==> config.mk <==
export PLATFORM = sky130hd
export DESIGN_NAME = msrr_n
export DESIGN_NICKNAME = d
export VERILOG_FILES = /design/src/rtl/msrr_n.sv
export SDC_FILE = /design/constraint.sdc
export NUM_CORES = 1
export LEC_CHECK = 0
export BUFFER_PORTS_ARGS = -buffer_cell sky130_fd_sc_hd__buf_2
export CAP_MARGIN = 20
export CORE_ASPECT_RATIO = 0.8
export CORE_UTILIZATION = 40
export DETAILED_ROUTE_END_ITERATION = 8
export PLACE_DENSITY = 0.75
export SYNTH_ARGS = -nofsm -noshare
export SYNTH_HDL_FRONTEND = slang
export SYNTH_SLANG_ARGS = --single-unit
==> constraint.sdc <==
create_clock -name clc -period 2.1 [get_ports clc]
set_clock_uncertainty 0.2 [all_clocks]
set_input_delay 0 -clock clc [delete_from_list [all_inputs] [get_ports clc]]
set_output_delay 0 -clock clc [all_outputs]
set_load 0.01 [all_outputs]
==> src/rtl/msrr_n.sv <==
// Multi-mode shift/rotate register with a burst engine.
// Idle steps continuously; start runs exactly amt steps of the latched mode and then pulses done.
module msrr_n #(
    parameter int WIDTH = 8,
    localparam int AW = $clog2(WIDTH) + 1
) (
    input  logic             clc,
    input  logic             R,
    input  logic             sInR,
    input  logic             sInL,
    input  logic [2:0]       mode,
    input  logic             start,
    input  logic [AW-1:0]    amt,
    input  logic [WIDTH-1:0] pIn,
    output logic [WIDTH-1:0] Q,
    output logic             sOutR,
    output logic             sOutL,
    output logic             busy,
    output logic             done
);

    typedef enum logic [1:0] {
        IDLE = 2'd0,
        BUSY = 2'd1,
        DONE = 2'd2
    } state_t;

    state_t           state_reg, state_next;
    logic [WIDTH-1:0] q_reg, q_next;
    logic [AW-1:0]    cnt_reg, cnt_next;
    logic [2:0]       mode_reg, mode_next;

    logic [2:0]       step_mode;
    logic [WIDTH-1:0] step_q;

    // Idle runs the live mode; a burst runs the mode captured with start.
    assign step_mode = (state_reg == BUSY) ? mode_reg : mode;

    always_comb begin
        step_q = q_reg;
        case (step_mode)
            3'b000:  step_q = q_reg;
            3'b001:  step_q = {sInR, q_reg[WIDTH-1:1]};
            3'b010:  step_q = {q_reg[WIDTH-2:0], sInL};
            3'b011:  step_q = {q_reg[0], q_reg[WIDTH-1:1]};
            3'b100:  step_q = {q_reg[WIDTH-2:0], q_reg[WIDTH-1]};
            3'b101:  step_q = {q_reg[WIDTH-1], q_reg[WIDTH-1:1]};
            3'b110:  step_q = pIn;
            3'b111:  step_q = '0;
            default: step_q = q_reg;
        endcase
    end

    always_comb begin
        state_next = state_reg;
        q_next     = q_reg;
        cnt_next   = cnt_reg;
        mode_next  = mode_reg;
        case (state_reg)
            IDLE: begin
                if (start) begin
                    // The start edge only captures the request; stepping begins on the next edge.
                    mode_next  = mode;
                    cnt_next   = amt;
                    state_next = (amt != '0) ? BUSY : DONE;
                end else begin
                    q_next = step_q;
                end
            end
            BUSY: begin
                q_next   = step_q;
                cnt_next = cnt_reg - AW'(1);
                if (cnt_reg == AW'(1)) begin
                    state_next = DONE;
                end
            end
            DONE: begin
                state_next = IDLE;
            end
            default: begin
                state_next = IDLE;
            end
        endcase
    end

    always_ff @(posedge clc or negedge R) begin
        if (!R) begin
            state_reg <= IDLE;
            q_reg     <= '0;
            cnt_reg   <= '0;
            mode_reg  <= 3'b000;
        end else begin
            state_reg <= state_next;
            q_reg     <= q_next;
            cnt_reg   <= cnt_next;
            mode_reg  <= mode_next;
        end
    end

    assign Q     = q_reg;
    assign sOutR = q_reg[0];
    assign sOutL = q_reg[WIDTH-1];
    assign busy  = (state_reg == BUSY);
    assign done  = (state_reg == DONE);

endmodule

==> metrics.csv <==
stage;metric;value;unit
worst_hold_path;Hold Path Depth;4;
yosys;warnings from Yosys;0;
yosys;Synth area leaders;dfrtp_1, o32a_1, nor2_1;
cts;clock sink count;17;
timing;maximum operating frequency;0.505;GHz
timing;setup repair after global routing missed its margin;false;
yosys;top_reg_cell synth;dfrtp_1;
setup_path;CP Data Arrival Time;1.91;ns
yosys;Synth top cells by count;dfrtp_1, nor2_1, a21oi_1, inv_1, nand2_1;
final_layout;area occupied by multi-input gates;701;um^2
setup_path;crit end category;flip-flop;
timing;Max-Slew Margin vs Limit;0.651;
timing;Final Max Slew Viols;0;
worst_hold_path;Hold Path Class;in -> reg;
worst_hold_path;Hold Startpoint;pIn[7];
floorplanning;Top Ports;32;
final_layout;max reg flops;8;
final_layout;Cell Count, Final, Fillers Out;214;
yosys;syn_nets;149;
placed_design;placed cells;195;
grt;initial antenna violation count;0;
timing;Tmin final;1.98;ns
yosys;synthesized area;1200;um^2
grt;largest net degree at the start of global routing;18;
grt;first-pass GRT wire length;5.09;mm
yosys;Async SR Flop Fraction;1.00;
pwr;Max VDD drop;555;uV
grt;vias in the first global route;1098;
grt;Total GRT Usage;0.202;
placed_design;dpl hpwl;2.07;mm
yosys;Synth Area in Compound Gates;0.245;
routing;Post-route DRC;0;
final_layout;Diodes inserted;0;
cts;CTS buffer count;3;
timing;post-route setup TNS;0;ns
final_layout;layout cells sized above 1;0.295;
routing;post-DR vias/cell;5.64;
routing;Final ANT Viol Nets;0;
pwr;PwrDens;1570;nW/um^2
setup_path;crit-path max FO;12;
pwr;Power, Total;0.00250;W
cts;H-tree depth;1;
yosys;cell accounting for the most synthesized area;dfrtp_1;
timing;worst-margin pin slew;0.509;ns
floorplanning;Starting Density;0.427;
floorplanning;FP Rows;17;
setup_path;reg2reg end;Q[3];
timing;crit share post-route;0.943;
floorplanning;height of the die;51.0;um
grt;GR Overflow Total;0;
yosys;largest family of logic cells by synthesized area;compound AO/OA/AOI/OAI gates;
routing;drt first-iter violations;108;
yosys;fraction of synthesized cell area in xor and xnor cells;0.0146;
outcome;status;finished, final reports clean;
final_layout;design area;1590;um^2
yosys;Distinct cells, synth;39;
timing;final hold vios;0;
pwr;Static Leak;0.725;nW
final_layout;area delta synth->final;32.6;%
yosys;Synth Area in Simple Gates;0.204;
floorplanning;core area;2810;um^2
routing;Pre-Repair DR Iteration Count;4;
placed_design;Post-DP Area;1400;um^2
routing;final wirelength;2.97;mm
setup_path;startpoint types;flip-flop;
yosys;average size of a mapped cell;9.45;um^2
setup_path;worst endpoint required time;2.03;ns
timing;final setup vio count;0;
yosys;count leader, synth;dfrtp_1;
final_layout;Final Util;0.567;
yosys;adder-cell share of the synthesized area;0.0209;
cts;CTS tree;built;
yosys;Syn Inst Count;127;
setup_path;r2r startpoint;state_reg[0];
yosys;Post-synth EDFFs;0;
placed_design;I/O Buffers;31;
cts;clk buf depth;2;
routing;drt wl/cell;13.9;um
floorplanning;Die ar.;3220;um^2
yosys;post-synthesis mux area share;0.0980;
routing;total number of vias;1208;
setup_path;r2r setup slk;0.12;ns
final_layout;nets;199;
final_layout;FILL cells;249;
yosys;Yosys top cell area share;0.355;
cts;clk_lat worst skew;0.25;ns
floorplanning;Die X;63.2;um
placed_design;routability congestion estimate;0.854;
yosys;Synth Register Bits;17;
yosys;post-synthesis sequential area ratio;0.355;
cts;CTS Root Cell;clkbuf_8;
setup_path;crit path kind;reg -> reg;
final_layout;register area;425;um^2
setup_path;R2R depth;5;
cts;Clock transition at path regs;0.07;ns
run;max_cap viols;0;
worst_hold_path;Worst Hold End;Q[7];
how the worst max path moves through the flow:
stage                             from    to  slack (ns)  cells after the start
after CTS                 state_reg[0]  Q[5]        0.08                      5
after global placement    state_reg[0]  Q[1]        0.17                      5
final                     state_reg[0]  Q[3]        0.12                      5
after global routing      state_reg[1]  Q[3]        0.03                      6
after detailed placement  state_reg[0]  Q[6]        0.09                      5
after floorplan           state_reg[1]  Q[1]        0.09                      7
stage by stage:
stage,hold WS (ns),setup WS (ns)
3_3_place_gp,-0.257,0.172
6_report,0.0148,0.119
3_5_place_dp,-0.252,0.0889
2_1_floorplan,-0.496,0.0867
5_1_grt,0.0560,0.0309
4_1_cts,0.00187,0.0766
logic make-up (layout without fill, tap and decap cells):
group                      after synthesis  in the layout
and+or+nand+nor                         45             45
AOI/OAI and AO/OA                       37             37
DFF                                     17             17
buffers and inverters                   14             63
muxes                                   10             10
adders and majority gates                2              2
xor gates and xnor gates                 2              2
repair_timing:
| action | CTS | global route |
|---|---|---|
| hold buffers | 15 | 0 |
| endpoints found under the hold margin | 31 | 0 |
| endpoints found under the setup margin | 0 | 4 |
| buffers inserted | 0 | 0 |
| gates resized for setup | 0 | 1 |
critical path, stage by stage (launching register included):
cell and delay [ns]:
dfrtp_1 0.41, nand2b_4 0.19, mux2i_2 0.34, o21a_2 0.25, and2b_1 0.19, o32a_1 0.28
area by class of cell:
cell class                 count  area share
inverter                       8      0.0189
clock buffer                   4      0.0283
sequential                    17       0.267
tap                           38      0.0299
timing repair buffer          51       0.215
multi-input combinational     96       0.440
placed cells by master (no fill, tap or decap), types with 3 or more instances in the layout:
cell type / count
a21oi_1: 8
dlygate4sd3_1: 15
mux2i_1: 3
mux2_2: 4
clkbuf_8: 3
and2b_1: 4
nand2_1: 7
dfrtp_1: 17
a221oi_1: 6
nor3b_1: 3
buf_4: 5
nand2b_1: 3
buf_2: 31
nor2_1: 16
nor2b_1: 4
inv_1: 8
o32a_1: 6
power by group:
part           switching, W  internal, W  total, W
combinational      0.000772     0.000809   0.00158
clock              0.000107     0.000135  0.000241
sequential         0.000177     0.000499  0.000676
total               0.00106      0.00144   0.00250
per-layer routing:
layer	part of all wire	wire (um)	vias up	GRT usage
met2	0.49	1440	48	0.337
met1	0.45	1330	584	0.269
li1	-	-	570	-
met3	0.051	152	6	0.0313
met4	0.015	45	0	0.0682
met5	0	0	-	0
Power figures use the tool's default switching activity.
